===== src/rtl/cdb_arbiter_pkg.sv =====
// rtl/cdb_arbiter_pkg.sv - shared CDB constants, source IDs and round-robin helpers
//
// Purpose: common definitions for the CDB arbiter and its source FIFOs.
//   ROBENTRY_W    : default ROB tag width
//   ENTRY_NULL    : tag value meaning "no ROB entry"
//   cdb_src_e     : CDB source identifiers (ALU, LOAD, STORE)
//   cdb_src_next  : successor in the ALU->LOAD->STORE->ALU ring
//   cdb_rr_pick   : first requesting source scanning from a start point
package cdb_arbiter_pkg;

  localparam int ROBENTRY_W = 6;
  localparam int ENTRY_NULL = 0;
  localparam int NUM_SRC    = 3;

  typedef enum logic [1:0] {
    CDB_SRC_ALU   = 2'd0,
    CDB_SRC_LOAD  = 2'd1,
    CDB_SRC_STORE = 2'd2
  } cdb_src_e;

  typedef struct packed {
    logic     hit;
    cdb_src_e id;
  } cdb_grant_t;

  function automatic cdb_src_e cdb_src_next(input cdb_src_e s);
    case (s)
      CDB_SRC_ALU:  return CDB_SRC_LOAD;
      CDB_SRC_LOAD: return CDB_SRC_STORE;
      default:      return CDB_SRC_ALU;
    endcase
  endfunction

  // req is indexed by source ID; bit 3 is never requested and keeps the
  // index range covering every 2-bit value.
  function automatic cdb_grant_t cdb_rr_pick(input cdb_src_e start, input logic [3:0] req);
    cdb_grant_t g;
    cdb_src_e   idx;
    g.hit = 1'b0;
    g.id  = CDB_SRC_ALU;
    idx   = start;
    for (int i = 0; i < NUM_SRC; i++) begin
      if (!g.hit && req[idx]) begin
        g.hit = 1'b1;
        g.id  = idx;
      end
      idx = cdb_src_next(idx);
    end
    return g;
  endfunction

endpackage


===== src/rtl/cdb_src_fifo.sv =====
// rtl/cdb_src_fifo.sv - per-source completion FIFO feeding the CDB arbiter
//
// Purpose: small synchronous FIFO holding completed results of one source.
// Ports:
//   clk, rst     : clock, synchronous active-high reset
//   flush        : empties the FIFO (mispredict rollback)
//   push, din    : append din when not full
//   pop          : drop the head entry when not empty
//   head         : current head entry (valid while count != 0)
//   count        : number of stored entries, 0..DEPTH
//   full         : registered count == DEPTH
module cdb_src_fifo #(
  parameter int WIDTH = 8,
  parameter int DEPTH = 2,
  parameter int CNT_W = $clog2(DEPTH + 1)
) (
  input  logic             clk,
  input  logic             rst,
  input  logic             flush,
  input  logic             push,
  input  logic             pop,
  input  logic [WIDTH-1:0] din,
  output logic [WIDTH-1:0] head,
  output logic [CNT_W-1:0] count,
  output logic             full
);

  localparam int               PTR_W   = (DEPTH > 1) ? $clog2(DEPTH) : 1;
  localparam logic [PTR_W-1:0] PTR_MAX = PTR_W'(DEPTH - 1);
  localparam logic [CNT_W-1:0] CNT_MAX = CNT_W'(DEPTH);

  logic [WIDTH-1:0] mem_q [DEPTH];
  logic [PTR_W-1:0] rd_ptr_q, rd_ptr_d;
  logic [PTR_W-1:0] wr_ptr_q, wr_ptr_d;
  logic [CNT_W-1:0] count_q, count_d;
  logic             full_q, full_d;
  logic             push_ok, pop_ok;

  // Pointers wrap explicitly so DEPTH need not be a power of two.
  function automatic logic [PTR_W-1:0] ptr_inc(input logic [PTR_W-1:0] p);
    return (p == PTR_MAX) ? '0 : p + PTR_W'(1);
  endfunction

  // A push while full is a protocol violation and is dropped here.
  assign push_ok = push && !full_q;
  assign pop_ok  = pop && (count_q != '0);

  always_comb begin
    rd_ptr_d = rd_ptr_q;
    wr_ptr_d = wr_ptr_q;
    count_d  = count_q;
    if (push_ok) wr_ptr_d = ptr_inc(wr_ptr_q);
    if (pop_ok)  rd_ptr_d = ptr_inc(rd_ptr_q);
    case ({push_ok, pop_ok})
      2'b10:   count_d = count_q + CNT_W'(1);
      2'b01:   count_d = count_q - CNT_W'(1);
      default: count_d = count_q;
    endcase
    full_d = (count_d == CNT_MAX);
  end

  always_ff @(posedge clk) begin
    if (rst || flush) begin
      rd_ptr_q <= '0;
      wr_ptr_q <= '0;
      count_q  <= '0;
      full_q   <= 1'b0;
    end else begin
      rd_ptr_q <= rd_ptr_d;
      wr_ptr_q <= wr_ptr_d;
      count_q  <= count_d;
      full_q   <= full_d;
    end
  end

  // Storage needs no reset: entries are only read while count != 0.
  always_ff @(posedge clk) begin
    if (push_ok) mem_q[wr_ptr_q] <= din;
  end

  assign head  = mem_q[rd_ptr_q];
  assign count = count_q;
  assign full  = full_q;

endmodule


===== src/rtl/cdb_arbiter.sv =====
// rtl/cdb_arbiter.sv - round-robin arbiter sharing one registered CDB among ALU/LOAD/STORE
//
// Purpose: buffers completions of three sources in per-source FIFOs and
// broadcasts at most one result per cycle on a registered common data bus.
// Ports:
//   clk, rst, rdy, rollback          : clock, sync reset, global enable, flush
//   alu_valid/entry/result/pc_out/pc_init, alu_full : ALU completion push
//   ld_valid/entry/result/pc_out, ld_full           : load completion push
//   st_valid/entry/addr/data/pc_out, st_full        : store completion push
//   cdb_valid/src/entry/result/addr/pc_out/pc_init  : registered broadcast
module cdb_arbiter
  import cdb_arbiter_pkg::*;
#(
  parameter int ENTRY_W = ROBENTRY_W,
  parameter int DEPTH   = 2
) (
  input  logic               clk,
  input  logic               rst,
  input  logic               rdy,
  input  logic               rollback,
  input  logic               alu_valid,
  input  logic [ENTRY_W-1:0] alu_entry,
  input  logic [31:0]        alu_result,
  input  logic [31:0]        alu_pc_out,
  input  logic [31:0]        alu_pc_init,
  output logic               alu_full,
  input  logic               ld_valid,
  input  logic [ENTRY_W-1:0] ld_entry,
  input  logic [31:0]        ld_result,
  input  logic [31:0]        ld_pc_out,
  output logic               ld_full,
  input  logic               st_valid,
  input  logic [ENTRY_W-1:0] st_entry,
  input  logic [31:0]        st_addr,
  input  logic [31:0]        st_data,
  input  logic [31:0]        st_pc_out,
  output logic               st_full,
  output logic               cdb_valid,
  output logic [1:0]         cdb_src,
  output logic [ENTRY_W-1:0] cdb_entry,
  output logic [31:0]        cdb_result,
  output logic [31:0]        cdb_addr,
  output logic [31:0]        cdb_pc_out,
  output logic [31:0]        cdb_pc_init
);

  localparam int                 CNT_W    = $clog2(DEPTH + 1);
  localparam int                 ALU_W    = ENTRY_W + 96;
  localparam int                 LD_W     = ENTRY_W + 64;
  localparam int                 ST_W     = ENTRY_W + 96;
  localparam logic [ENTRY_W-1:0] NULL_TAG = ENTRY_W'(ENTRY_NULL);

  logic [ALU_W-1:0] alu_head;
  logic [LD_W-1:0]  ld_head;
  logic [ST_W-1:0]  st_head;
  logic [CNT_W-1:0] alu_cnt, ld_cnt, st_cnt;
  logic             alu_push, ld_push, st_push;
  logic             alu_pop, ld_pop, st_pop;
  cdb_grant_t       grant;

  cdb_src_e           rr_q, rr_d;
  logic               valid_q, valid_d;
  cdb_src_e           src_q, src_d;
  logic [ENTRY_W-1:0] entry_q, entry_d;
  logic [31:0]        result_q, result_d;
  logic [31:0]        addr_q, addr_d;
  logic [31:0]        pc_out_q, pc_out_d;
  logic [31:0]        pc_init_q, pc_init_d;

  // rdy low freezes everything, so pushes are gated here rather than in the FIFO.
  assign alu_push = rdy && alu_valid;
  assign ld_push  = rdy && ld_valid;
  assign st_push  = rdy && st_valid;

  cdb_src_fifo #(.WIDTH(ALU_W), .DEPTH(DEPTH), .CNT_W(CNT_W)) u_alu_fifo (
    .clk  (clk),
    .rst  (rst),
    .flush(rollback),
    .push (alu_push),
    .pop  (alu_pop),
    .din  ({alu_entry, alu_result, alu_pc_out, alu_pc_init}),
    .head (alu_head),
    .count(alu_cnt),
    .full (alu_full)
  );

  cdb_src_fifo #(.WIDTH(LD_W), .DEPTH(DEPTH), .CNT_W(CNT_W)) u_ld_fifo (
    .clk  (clk),
    .rst  (rst),
    .flush(rollback),
    .push (ld_push),
    .pop  (ld_pop),
    .din  ({ld_entry, ld_result, ld_pc_out}),
    .head (ld_head),
    .count(ld_cnt),
    .full (ld_full)
  );

  cdb_src_fifo #(.WIDTH(ST_W), .DEPTH(DEPTH), .CNT_W(CNT_W)) u_st_fifo (
    .clk  (clk),
    .rst  (rst),
    .flush(rollback),
    .push (st_push),
    .pop  (st_pop),
    .din  ({st_entry, st_addr, st_data, st_pc_out}),
    .head (st_head),
    .count(st_cnt),
    .full (st_full)
  );

  // Candidates use pre-edge counts, so an item pushed at this edge waits one cycle.
  always_comb begin
    grant = cdb_rr_pick(rr_q, {1'b0, st_cnt != '0, ld_cnt != '0, alu_cnt != '0});
    alu_pop = rdy && grant.hit && (grant.id == CDB_SRC_ALU);
    ld_pop  = rdy && grant.hit && (grant.id == CDB_SRC_LOAD);
    st_pop  = rdy && grant.hit && (grant.id == CDB_SRC_STORE);
  end

  always_comb begin
    rr_d      = rr_q;
    valid_d   = valid_q;
    src_d     = src_q;
    entry_d   = entry_q;
    result_d  = result_q;
    addr_d    = addr_q;
    pc_out_d  = pc_out_q;
    pc_init_d = pc_init_q;
    if (rdy) begin
      if (grant.hit) begin
        valid_d = 1'b1;
        src_d   = grant.id;
        rr_d    = cdb_src_next(grant.id);
        case (grant.id)
          CDB_SRC_ALU: begin
            entry_d   = alu_head[ALU_W-1 -: ENTRY_W];
            result_d  = alu_head[95:64];
            addr_d    = '0;
            pc_out_d  = alu_head[63:32];
            pc_init_d = alu_head[31:0];
          end
          CDB_SRC_LOAD: begin
            entry_d   = ld_head[LD_W-1 -: ENTRY_W];
            result_d  = ld_head[63:32];
            addr_d    = '0;
            pc_out_d  = ld_head[31:0];
            pc_init_d = '0;
          end
          default: begin
            entry_d   = st_head[ST_W-1 -: ENTRY_W];
            addr_d    = st_head[95:64];
            result_d  = st_head[63:32];
            pc_out_d  = st_head[31:0];
            pc_init_d = '0;
          end
        endcase
      end else begin
        // Idle cycle: drop valid, keep the last payload on the bus.
        valid_d = 1'b0;
      end
    end
  end

  always_ff @(posedge clk) begin
    if (rst) begin
      rr_q      <= CDB_SRC_ALU;
      valid_q   <= 1'b0;
      src_q     <= CDB_SRC_ALU;
      entry_q   <= NULL_TAG;
      result_q  <= '0;
      addr_q    <= '0;
      pc_out_q  <= '0;
      pc_init_q <= '0;
    end else if (rollback) begin
      // Only valid/tag are cleared; stale payload is harmless without valid.
      rr_q    <= CDB_SRC_ALU;
      valid_q <= 1'b0;
      entry_q <= NULL_TAG;
    end else begin
      rr_q      <= rr_d;
      valid_q   <= valid_d;
      src_q     <= src_d;
      entry_q   <= entry_d;
      result_q  <= result_d;
      addr_q    <= addr_d;
      pc_out_q  <= pc_out_d;
      pc_init_q <= pc_init_d;
    end
  end

  assign cdb_valid   = valid_q;
  assign cdb_src     = src_q;
  assign cdb_entry   = entry_q;
  assign cdb_result  = result_q;
  assign cdb_addr    = addr_q;
  assign cdb_pc_out  = pc_out_q;
  assign cdb_pc_init = pc_init_q;

endmodule


===== config.mk =====
export PLATFORM = sky130hd
export DESIGN_NAME = cdb_arbiter
export DESIGN_NICKNAME = d
export VERILOG_FILES = /design/src/rtl/cdb_arbiter_pkg.sv /design/src/rtl/cdb_src_fifo.sv /design/src/rtl/cdb_arbiter.sv
export SDC_FILE = /design/constraint.sdc
export NUM_CORES = 1
export LEC_CHECK = 0
export CAP_MARGIN = 10
export CELL_PAD_IN_SITES_DETAIL_PLACEMENT = 1
export CELL_PAD_IN_SITES_GLOBAL_PLACEMENT = 2
export CORE_UTILIZATION = 40
export DETAILED_ROUTE_END_ITERATION = 10
export PLACE_DENSITY = 0.88
export RECOVER_POWER = 100
export SYNTH_ARGS = -nofsm -noshare
export SYNTH_HDL_FRONTEND = slang
export SYNTH_SLANG_ARGS = --single-unit

===== constraint.sdc =====
create_clock -name clk -period 18.4 [get_ports clk]
set_input_delay 3.68 -clock clk [delete_from_list [all_inputs] [get_ports clk]]
set_output_delay 3.68 -clock clk [all_outputs]
set_load 0.02 [all_outputs]

Word level (Yosys, flattened, before mapping)
Memories as Yosys holds them, arrays and structs flattened. A register that Yosys moved wholly into a read port is not among the register bits.
Cells that the tools add are included.
- bits in registers: 154
- RAM bits: 548
- word-level logic and storage cells: 122
- memories: 3
- output and inout port bits: 140
- order comparisons: 3
- $add $sub $neg: 12
- reductions and logical operators: 31
- bitwise operators: 1
- equal/unequal tests: 13
- mux-type cells: 39
- memories (name ; depth ; width ; rd ports ; clocked after Yosys merged registers in ; write ports ; RTL line ; RTL):
    u_alu_fifo.mem_q ; 2 ; 102 ; 1 ; 1 ; 1 ; cdb_src_fifo.sv:32 ; logic [WIDTH-1:0] mem_q [DEPTH];
    u_st_fifo.mem_q ; 2 ; 102 ; 1 ; 1 ; 1 ; cdb_src_fifo.sv:32 ;
    u_ld_fifo.mem_q ; 2 ; 70 ; 1 ; 1 ; 1 ; cdb_src_fifo.sv:32 ;
- operator list (operator ; number):
    32-bit case mux with 2 select lines ; 2
    32-bit two-way mux ; 2
    2-bit case mux with 2 select lines ; 6
    1-bit two-way mux ; 22
    1-bit logical AND ; 15
    2-bit equality test (second input constant) ; 7
    2-bit by 1-bit equality test with 1-bit output (second input constant) ; 6
    6-bit case mux with 2 select lines ; 1
    2-bit by 3-bit less-than comparator with 1-bit output (second input constant) ; 3
    3-bit two-way mux ; 3
    1-bit adder (second input constant) ; 6
    2-bit by 1-bit adder with 2-bit output (second input constant) ; 3
    1-bit binary-select mux with 2-bit select ; 3
    2-bit zero test ; 3
    2-bit nonzero test ; 3
    2-bit by 1-bit subtractor with 2-bit output (second input constant) ; 3
    1-bit zero test ; 5
    2-bit OR reduction ; 2
    3-bit AND reduction ; 1
    2-bit AND reduction ; 1
    1-bit logical OR ; 1
    1-bit NOT ; 1

Depth between registers and ports, before layout
Gate-level depths: netlist of the first run.
- word-level depth: 16
- mapped depth: 10
- gate-level depth less buffers: 9

By module
A second synthesis of the first run with hierarchy kept.
- cell total of the unflattened synthesis: 1681
- area, all modules: 27208.6 µm²
- modules (own cells, without submodules) (module ; cells an instance ; instances ; seq. area each (µm²) ; area an instance (µm²)):
    cdb_src_fifo (u_alu_fifo ...) ; 346 ; 2 ; 6246.0 ; 7642.3
    cdb_arbiter ; 742 ; 1 ; 2782.7 ; 6626.4
    cdb_src_fifo (u_ld_fifo) ; 247 ; 1 ; 4324.1 ; 5297.6

Least setup slack after synthesis of the first run
No wires, ideal clock.
- path type: input -> register
- start: input rdy
- end: memory u_alu_fifo.mem_q[0][0] (netlist name) (enable)
- required time: 17836 ps
- setup time: 564 ps
- arrival time: 8099 ps
- cell stages on the path: 2
- slack: 9737 ps
- cells stage by stage: nand3b_1 > nor2_1
- longest elaborated chain between the ends: 4
- RTL lines (what ; RTL line ; RTL):
    from (decl) ; cdb_arbiter.sv:19 ; input logic rdy,
    1-bit logical AND ; cdb_arbiter.sv:71 ; assign alu_push = rdy && alu_valid;
    1-bit logical AND ; cdb_src_fifo.sv:45 ; assign push_ok = push && !full_q;
    1-bit two-way mux ; cdb_src_fifo.sv:78 ; if (push_ok) mem_q[wr_ptr_q] <= din;
    1-bit two-way mux (not written as such) ; cdb_src_fifo.sv:78 ;
    to (decl) ; cdb_src_fifo.sv:32 ;
Every way passes these cells.

Final worst setup path of the first run
- start: input rdy
- end: memory u_st_fifo.mem_q[1][86] (netlist name) (enable)
- longest elaborated chain between the ends: 4
- RTL lines (what ; RTL line ; RTL):
    1-bit logical AND ; cdb_arbiter.sv:73 ; assign st_push = rdy && st_valid;
    1-bit logical AND ; cdb_src_fifo.sv:45 ;
    1-bit two-way mux ; cdb_src_fifo.sv:78 ;
    1-bit two-way mux (not written as such) ; cdb_src_fifo.sv:78 ;
    to (decl) ; cdb_src_fifo.sv:32 ;
Every way passes these cells.

==> impl_metrics.json, run 1 <==
{
  "ctsResizeCount": 0,
  "drv_slew": 755,
  "synth_top_area_share_pct": 62.51,
  "antenna_left": 0,
  "synth.most_common_cell": "edfxtp_1",
  "placed_cell_area_mm2": 0.03145,
  "cp_num_cells": 5,
  "antenna_found_initial": 32,
  "hold_buffers": 0,
  "ioPinCount": 421,
  "dieHeight_um": 258.5,
  "synth-edff-count": 548,
  "finalSetupViolCount": 0,
  "seq_area_frac_synth_pct": 74.45,
  "top_layer_used": "met5",
  "cts_setup_buffers": 0,
  "fmax_mhz": 95.57,
  "crit_path_max_incr_delay_ns": 2.42,
  "grt_overflow_total": 0,
  "rsz0062_at_grt": "no",
  "drt_iter0_drc": 947,
  "grt_usage_pct": 22.45,
  "cts_tree": "built",
  "r2r_setup_slack_ns": 11.24,
  "die_w_um": 258.5,
  "worst_pin_slew_ns": 4.474,
  "coreArea_mm2": 0.06470,
  "drive_gt1_share_pct": 15.30,
  "hold_path_class": "flop to flop",
  "slowest_stage": "nor2_1",
  "synth_area_per_cell_um2": 16.48,
  "critPathMaxFanout": 41,
  "syn2layout_area_growth_pct": 27.90,
  "grt_pass1_wl_mm": 111.6,
  "power.leakage_nw": 11.23,
  "viasPerCell": 5.483,
  "cp_num_buf_inv": 3,
  "cts_buffer_depth": 3,
  "layout.nets": 2291,
  "ys.flop_type": "edfxtp_1",
  "hold_viol": 0,
  "clock-sinks": 705,
  "netlist_area_mm2": 0.02633,
  "cts_root_buf": "clkbuf_16",
  "drc": 0,
  "crit_chain": "dlygate4sd3_1 -> nand3b_1 -> nor2_1 -> clkbuf_1 -> clkbuf_1",
  "synth_common_cells": "edfxtp_1 (548), mux2_2 (173), dfxtp_1 (157), nor2_1 (102), mux2i_1 (92)",
  "wl_per_cell_um": 25.76,
  "drt-pass1-iter-count": 5,
  "powerDensity_mw_per_mm2": 101.7,
  "relSlewSlack_pct": -198.3,
  "start_util_pct": 40.69,
  "crit_path_start_kind": "input port",
  "met3_length_mm": 4.186,
  "die_area_mm2": 0.06684,
  "synthTopCellsByArea": "edfxtp_1 (63%), dfxtp_1 (12%), mux2_2 (7.4%)",
  "cp_common_cell": "clkbuf_1",
  "cts_made_buffers": 73,
  "wl_met2_mm": 39.14,
  "final_area_mm2": 0.03367,
  "postSynth.asyncResetShare_pct": 0,
  "h-tree-depth": 3,
  "critPathRequiredTime_ns": 18.56,
  "end_kind": "flop",
  "ys_ff_latch": 705,
  "yosysUniqueCellTypes": 47,
  "synth_nets": 1881,
  "arrival_ns": 10.63,
  "synth_top_area_cell": "edfxtp_1",
  "wirelength_mm": 75.74,
  "grt_max_degree": 70,
  "ir_drop_mv": 0.07559,
  "yosys_warnings": 0,
  "cp_top_family": "buffers and inverters",
  "maxCapViolations": 17,
  "fin_crit_ns": 10.46,
  "first_global_vias": 17670,
  "clk_latency_ns": 0.62,
  "clkTransAtPathRegs_ns": 0.06,
  "drt-met1-wl_mm": 30.22,
  "row_count": 93,
  "skew_ns": 0.04000,
  "vias": 16120,
  "setup_tns_ns": 0,
  "ff2ff_path_depth": 4,
  "synthesis.instances": 1597,
  "holdPathStages": 1,
  "placement.io_buffers": 420,
  "violations": "capacitance limit, slew limit",
  "gp_congestion": 0.7801,
  "fin_crit_sh_pct": 56.86,
  "dp_hpwl_mm": 47.25,
  "status": "complete, but fails checks",
  "crit_type": "input port to flop"
}
-- cell families (layout without fill, tap and decap cells) --
family,after synthesis,after routing,share of synthesized area [%]
other cells,0,19,0
flops,705,705,74.45
fa+ha+maj,3,3,0.1426
mux,265,265,10.90
simple gates,207,207,3.289
buf+inv,113,582,1.759
compound gates,292,292,9.064
xor+xnor,12,12,0.3992
-- state kept, by name, indices dropped and copies added, names as in the netlist, named ones only --
| register | count |
|---|---|
| u_ld_fifo.full | 1 |
| u_alu_fifo.full | 1 |
| u_alu_fifo.mem_q | 204 |
| rr_q | 2 |
| u_ld_fifo.wr_ptr_q | 1 |
| u_ld_fifo.mem_q | 140 |
| cdb_valid | 1 |
| u_st_fifo.wr_ptr_q | 1 |
| u_st_fifo.rd_ptr_q | 1 |
| u_ld_fifo.rd_ptr_q | 1 |
| cdb_result | 32 |
| cdb_pc_init | 32 |
| u_st_fifo.mem_q | 204 |
| u_alu_fifo.wr_ptr_q | 1 |
| cdb_addr | 32 |
| u_ld_fifo.count | 2 |
| u_st_fifo.full | 1 |
| cdb_pc_out | 32 |
| cdb_entry | 6 |
| u_alu_fifo.count | 2 |
| u_alu_fifo.rd_ptr_q | 1 |
| cdb_src | 2 |
| u_st_fifo.count | 2 |
-- stage by stage --
step | std cells | utilization, % | setup slack, ns | hold WS (ns) | power (W)
floorplan | 1597 | - | 9.737 | 0.4799 | 0.001910
global placement | 2787 | 48.61 | 11.28 | 0.4447 | 0.002034
detailed placement | 2787 | 48.61 | 11.16 | 0.4524 | 0.002047
CTS | 2921 | 52.18 | 11.81 | 0.4691 | 0.003469
global route | 2933 | 52.02 | 7.409 | 0.4800 | 0.003525
finish | 2940 | 52.04 | 7.937 | 0.4626 | 0.003424
-- routing by layer --
layer  track usage (%)  up-vias
met3             4.401      141
met1             27.31     8316
li1                  -     7134
met4             7.988       20
met5                 0        -
met2             39.53      509
-- path summary, 6_finish.rpt --
path                                     start                      to
worst max register to register  u_st_fifo.full  u_st_fifo.mem_q[1][86]
worst min-delay path            cdb_pc_init[6]          cdb_pc_init[6]
worst min register to register  cdb_pc_init[6]          cdb_pc_init[6]
worst max-delay path                       rdy  u_st_fifo.mem_q[1][86]
-- where the power goes --
part	total, W	leakage (nW)	internal [W]	switching, W
logic	0.000215	3.80	0.0000909	0.000124
clock network	0.00142	1.13	0.000817	0.000607
registers	0.00179	6.30	0.00177	0.0000171
-- layout by cell type (no fill, tap or decap), types with 36 or more instances in the layout --
master | synthesis | final
mux2i_1 | 92 | 92
a32oi_1 | 50 | 50
dlygate4sd3_1 | 0 | 415
nand2_1 | 69 | 69
clkbuf_16 | 0 | 73
nor2_1 | 102 | 98
a221oi_1 | 36 | 36
mux2_2 | 173 | 173
a21oi_1 | 40 | 38
clkbuf_1 | 90 | 39
edfxtp_1 | 548 | 548
dfxtp_1 | 157 | 154
-- area by class of cell --
type,count,area [um2]
Tap cell,855,1070
Multi-Input combinational cell,779,6299
Inverter,6,22.52
Fill cell,6151,31030
Antenna cell,19,47.55
Clock inverter,23,215.2
Sequential cell,705,19610
Clock buffer,111,2090
Timing Repair Buffer,442,4318
Power figures use the tool's default switching activity.
==> run 2, diff against run 1 <==
--- a/config.mk
+++ b/config.mk
@@ -8,9 +8,9 @@
 export CAP_MARGIN = 10
 export CELL_PAD_IN_SITES_DETAIL_PLACEMENT = 1
 export CELL_PAD_IN_SITES_GLOBAL_PLACEMENT = 2
-export CORE_UTILIZATION = 40
+export CORE_UTILIZATION = 38
 export DETAILED_ROUTE_END_ITERATION = 10
-export PLACE_DENSITY = 0.88
+export PLACE_DENSITY = 0.85
 export RECOVER_POWER = 100
 export SYNTH_ARGS = -nofsm -noshare
 export SYNTH_HDL_FRONTEND = slang
==> constraint.sdc (replaced) <==
create_clock -name clk -period 10.4 [get_ports clk]
set_input_delay 2.08 -clock clk [delete_from_list [all_inputs] [get_ports clk]]
set_output_delay 2.08 -clock clk [all_outputs]
set_load 0.02 [all_outputs]
==> run 2 against run 1 <==
Compared with the run above: the run still ends with capacitance limit, slew limit left; power rose by 82%; largest power group unchanged; largest cell class unchanged; design area increased by 1.2%; highest routed layer unchanged; clock-buffer cell count down 5.
==> impl_metrics.json, run 2 (synthesized netlist as in run 1, its figures left out) <==
{
  "status": "complete, but fails checks",
  "violations": "capacitance limit, slew limit",
  "clk_latency_ns": 0.60,
  "cts_buffer_depth": 3,
  "die_area_mm2": 0.07033,
  "skew_ns": 0.01822,
  "dp_hpwl_mm": 47.78,
  "ir_drop_mv": 0.09643,
  "power.leakage_nw": 11.38,
  "finalSetupViolCount": 0,
  "drive_gt1_share_pct": 16.56,
  "coreArea_mm2": 0.06859,
  "antenna_found_initial": 46,
  "drv_slew": 501,
  "drt_iter0_drc": 951,
  "crit_chain": "clkbuf_1 -> clkbuf_1 -> or2_0 -> nor3_1",
  "placed_cell_area_mm2": 0.03156,
  "final_common_cell": "edfxtp_1",
  "crit_type": "input port to flop",
  "layout.nets": 2295,
  "h-tree-depth": 3,
  "powerDensity_mw_per_mm2": 183.3,
  "gp_congestion": 0.7736,
  "critPathRequiredTime_ns": 10.80,
  "cts_root_buf": "clkbuf_16",
  "grt_overflow_total": 0,
  "clkTransAtPathRegs_ns": 0.05,
  "fin_crit_ns": 6.972,
  "top_regs": "u_alu_fifo.mem_q: 204 flops, u_st_fifo.mem_q: 204 flops, u_ld_fifo.mem_q: 140 flops",
  "syn2layout_area_growth_pct": 29.42,
  "layout_common_cells": "edfxtp_1 (548), dlygate4sd3_1 (415), mux2_2 (173)",
  "wirelength_mm": 75.84,
  "cts_setup_buffers": 0,
  "slowest_stage": "clkbuf_1",
  "hold_viol": 0,
  "ctsResizeCount": 0,
  "viasPerCell": 5.297,
  "arrival_ns": 7.37,
  "wl_per_cell_um": 25.06,
  "start_util_pct": 38.38,
  "grt_usage_pct": 21.29,
  "row_count": 96,
  "fmax_mhz": 143.4,
  "final_area_mm2": 0.03407,
  "maxCapViolations": 12,
  "cp_common_cell": "clkbuf_1",
  "cp_top_family": "buffers and inverters",
  "crit_path_max_incr_delay_ns": 2.30,
  "grt_pass1_wl_mm": 111.0,
  "grt_max_degree": 68,
  "setup_tns_ns": 0,
  "hold_path_class": "flop to flop",
  "end_kind": "flop",
  "rsz0062_at_grt": "no",
  "worst_pin_slew_ns": 3.537,
  "clock-sinks": 705,
  "die_w_um": 265.2,
  "cp_num_buf_inv": 2,
  "cts_tree": "built",
  "fin_crit_sh_pct": 67.04,
  "crit_path_start_kind": "input port",
  "drc": 0,
  "hold_buffers": 0,
  "critPathMaxFanout": 49,
  "antenna_left": 0,
  "relSlewSlack_pct": -135.8,
  "first_global_vias": 17460,
  "dieHeight_um": 265.2,
  "drt-pass1-iter-count": 5,
  "ioPinCount": 421,
  "placement.io_buffers": 420,
  "cts_made_buffers": 75,
  "vias": 16030
}
run 2: changes by cell type in the layout (fill, tap and decap cells not counted), moves of 4 or more:
cell       before  now
diode_2        19   24
clkinv_2       10   18
clkinv_8        4    0
o2bb2ai_1      20   14
clkbuf_1       39   28
o2bb2ai_2      13   19
clkbuf_16      73   79
bufinv_16       2    6
run 2: worst reg2reg max path, cell delays in order (launching register included):
cell      delay, ns
dfxtp_1        0.35
nand3b_1       0.47
nor2_4         0.20
clkbuf_1       2.47
buf_4          1.00
run 2: cell type report:
class / instances / area [um2]
Tap cell: 931 / 1165
Fill cell: 6541 / 34520
Sequential cell: 705 / 19610
Timing Repair Buffer: 444 / 4337
Multi-Input combinational cell: 779 / 6365
Clock inverter: 31 / 322.8
Antenna cell: 24 / 60.06
Clock buffer: 106 / 2188
Inverter: 6 / 22.52
run 2: metrics by stage:
| step | cells | hold WS (ns) | setup WS [ns] | utilization (%) | power, W |
|---|---|---|---|---|---|
| 4_1_cts | 3002 | 0.4647 | 5.832 | 49.68 | 0.006329 |
| 3_5_place_dp | 2865 | 0.4476 | 5.221 | 46.02 | 0.003620 |
| 2_1_floorplan | 1597 | 0.4799 | 3.337 | - | 0.003380 |
| 5_1_grt | 3021 | 0.4791 | 3.080 | 49.66 | 0.006428 |
| 6_report | 3026 | 0.4577 | 3.428 | 49.68 | 0.006246 |
| 3_3_place_gp | 2865 | 0.4449 | 5.349 | 46.02 | 0.003598 |
run 2: path summary, 6_finish.rpt:
| path | slack (ns) | from | endpoint | cells after the start |
|---|---|---|---|---|
| min reg2reg | 0.46 | cdb_pc_init[9] | cdb_pc_init[9] | 1 |
| min | 0.46 | cdb_pc_init[9] | cdb_pc_init[9] | 1 |
| max reg2reg | 5.45 | u_st_fifo.full | u_st_fifo.mem_q[1][98] | 4 |
| max | 3.43 | rst | u_ld_fifo.full | 4 |
run 2: metal layers:
layer / track usage, % / vias to the layer above / share of wire (%)
met1: 25.78 / 8193 / 39
met3: 4.601 / 162 / 5.8
met2: 36.33 / 530 / 51
met5: 0 / - / 0.26
li1: - / 7115 / -
met4: 9.717 / 30 / 3.6
run 2: power by group:
part	switching, W	internal (W)	total (W)
combinational	0.000218	0.000160	0.000378
sequential	0.0000309	0.00312	0.00316
clock	0.00109	0.00162	0.00271
total	0.00134	0.00491	0.00625
==> run 3, diff against run 2 <==
--- a/config.mk
+++ b/config.mk
@@ -8,9 +8,9 @@
 export CAP_MARGIN = 10
 export CELL_PAD_IN_SITES_DETAIL_PLACEMENT = 1
 export CELL_PAD_IN_SITES_GLOBAL_PLACEMENT = 2
-export CORE_UTILIZATION = 38
+export CORE_UTILIZATION = 35
 export DETAILED_ROUTE_END_ITERATION = 10
-export PLACE_DENSITY = 0.85
+export PLACE_DENSITY = 0.82
 export RECOVER_POWER = 100
 export SYNTH_ARGS = -nofsm -noshare
 export SYNTH_HDL_FRONTEND = slang
==> constraint.sdc (replaced) <==
create_clock -name clk -period 6.4 [get_ports clk]
set_input_delay 1.28 -clock clk [delete_from_list [all_inputs] [get_ports clk]]
set_output_delay 1.28 -clock clk [all_outputs]
set_load 0.02 [all_outputs]
==> run 3 against run 2 <==
Compared with the run above: the flow still finishes with violations (capacitance limit, slew limit); non-clock buffer count shrank 3; sequential share of layout area shrank 0.053 points; worst setup slack lost 1.6 ns; clock-buffer cell count grew 2; routed wire length grew 0.54%; highest routed layer unchanged.
==> impl_metrics.json, run 3 (synthesized netlist as in run 1, its figures left out) <==
{
  "powerDensity_mw_per_mm2": 301.3,
  "antenna_found_initial": 46,
  "crit_type": "input port to flop",
  "wl_per_cell_um": 24.87,
  "dp_cells": 2900,
  "ff2ff_path_depth": 3,
  "end_kind": "flop",
  "final_area_mm2": 0.03410,
  "row_count": 100,
  "setup_tns_ns": 0,
  "wirelength_mm": 76.25,
  "arrival_ns": 4.80,
  "layout.nets": 2293,
  "die_area_mm2": 0.07632,
  "rsz0062_at_grt": "no",
  "clock-sinks": 705,
  "violations": "capacitance limit, slew limit",
  "layout_common_cells": "edfxtp_1 (548), dlygate4sd3_1 (415), mux2_2 (173)",
  "gp_congestion": 0.7694,
  "coreArea_mm2": 0.07445,
  "fmax_mhz": 216.9,
  "utilization_pct": 45.81,
  "cts_tree": "built",
  "grt_usage_pct": 19.79,
  "status": "complete, but fails checks",
  "holdPathStages": 2,
  "cts_made_buffers": 76,
  "cts_buffer_depth": 3,
  "clk_latency_ns": 0.62,
  "hold_path_class": "flop to flop",
  "grt_max_degree": 103,
  "ctsResizeCount": 0,
  "critPathRequiredTime_ns": 6.59,
  "start_util_pct": 35.36,
  "dieHeight_um": 276.3,
  "placed_cell_area_mm2": 0.03162,
  "worst_pin_slew_ns": 3.118,
  "maxCapViolations": 5,
  "vias": 15930,
  "drt_iter0_drc": 807,
  "dp_hpwl_mm": 47.05,
  "h-tree-depth": 3,
  "power.leakage_nw": 11.41,
  "drive_gt1_share_pct": 15.79,
  "final_common_cell": "edfxtp_1",
  "die_w_um": 276.3,
  "worst_hold_path.endpoint": "cdb_valid",
  "cts_root_buf": "clkbuf_16",
  "fin_crit_sh_pct": 72.04,
  "fill_cells": 7265,
  "min-delay-start": "cdb_valid",
  "r2r_end": "u_ld_fifo.mem_q[1][44]",
  "layout.cells.non_filler": 3066,
  "drt-pass1-iter-count": 5,
  "r2r-start": "u_ld_fifo.full",
  "ioPinCount": 421,
  "grt_pass1_wl_mm": 113.2,
  "grt_overflow_total": 0,
  "placement.io_buffers": 420,
  "ir_drop_mv": 0.1796,
  "hold_buffers": 0,
  "drv_slew": 159,
  "antenna_left": 0,
  "finalSetupViolCount": 0,
  "clkTransAtPathRegs_ns": 0.06,
  "skew_ns": 0.02520,
  "cts_setup_buffers": 0,
  "relSlewSlack_pct": -107.9,
  "critPathMaxFanout": 52,
  "top_regs": "u_alu_fifo.mem_q: 204 flops, u_st_fifo.mem_q: 204 flops, u_ld_fifo.mem_q: 140 flops",
  "fin_crit_ns": 4.610,
  "drc": 0,
  "syn2layout_area_growth_pct": 29.54,
  "first_global_vias": 17540,
  "hold_viol": 0,
  "r2r_setup_slack_ns": 2.70,
  "viasPerCell": 5.197,
  "crit_path_start_kind": "input port"
}
## run 3: cell types whose count changed in the layout (fill, tap and decap cells not counted), sizes merged
cell	previous run	this run
buf	13	20
clkinv	21	20
bufinv	6	8
diode	24	26
clkbuf	118	110
## run 3: layout make-up
| cell class | count | area, um2 | area share (%) |
|---|---|---|---|
| diodes | 26 | 65.06 | 0.1908 |
| clock buffers | 108 | 2195 | 6.435 |
| clock inverters | 32 | 397.9 | 1.167 |
| inverters | 6 | 22.52 | 0.06604 |
| multi-input cells | 779 | 6208 | 18.21 |
| flip-flops and latches | 705 | 19610 | 57.51 |
| well taps | 969 | 1212 | 3.555 |
| repair buffers | 441 | 4390 | 12.87 |
## run 3: metrics by stage
stage                     total power [W]  setup slack (ns)  hold slack, ns
after floorplan                  0.005492            0.1366          0.4799
after global placement           0.005845             2.407          0.4434
after detailed placement         0.005875             2.315          0.4529
after CTS                         0.01044             2.969          0.4721
after global routing              0.01059             1.454          0.4800
final                             0.01028             1.790          0.4624
## run 3: worst max path at each step
| stage | slack [ns] | start | to |
|---|---|---|---|
| final | 1.79 | rdy | u_ld_fifo.mem_q[1][44] |
| after global routing | 1.45 | rdy | u_ld_fifo.mem_q[1][44] |
| after CTS | 2.97 | rdy | u_ld_fifo.mem_q[0][32] |
| after detailed placement | 2.31 | rdy | u_ld_fifo.mem_q[0][45] |
| after global placement | 2.41 | rdy | u_ld_fifo.mem_q[0][40] |
| after floorplan | 0.14 | rdy | u_alu_fifo.mem_q[0][0] |
## run 3: power by group
group	total [W]	switching [W]	internal, W	leakage [nW]
clock network	0.00455	0.00183	0.00272	1.28
logic	0.000603	0.000343	0.000259	3.82
registers	0.00512	0.0000467	0.00507	6.30
## run 3: layer usage
metal	global-route usage (%)	up-vias	routed length, um
met1	23.95	8196	31040
met2	33.94	430	38950
li1	-	7143	-
met3	4.690	135	4269
met5	0	-	188
met4	7.964	30	1802
## run 3: critical path: stages
cell and delay (ns):
dlygate4sd3_1 0.62, nand3b_1 0.24, nor2_1 1.23, clkbuf_2 1.35
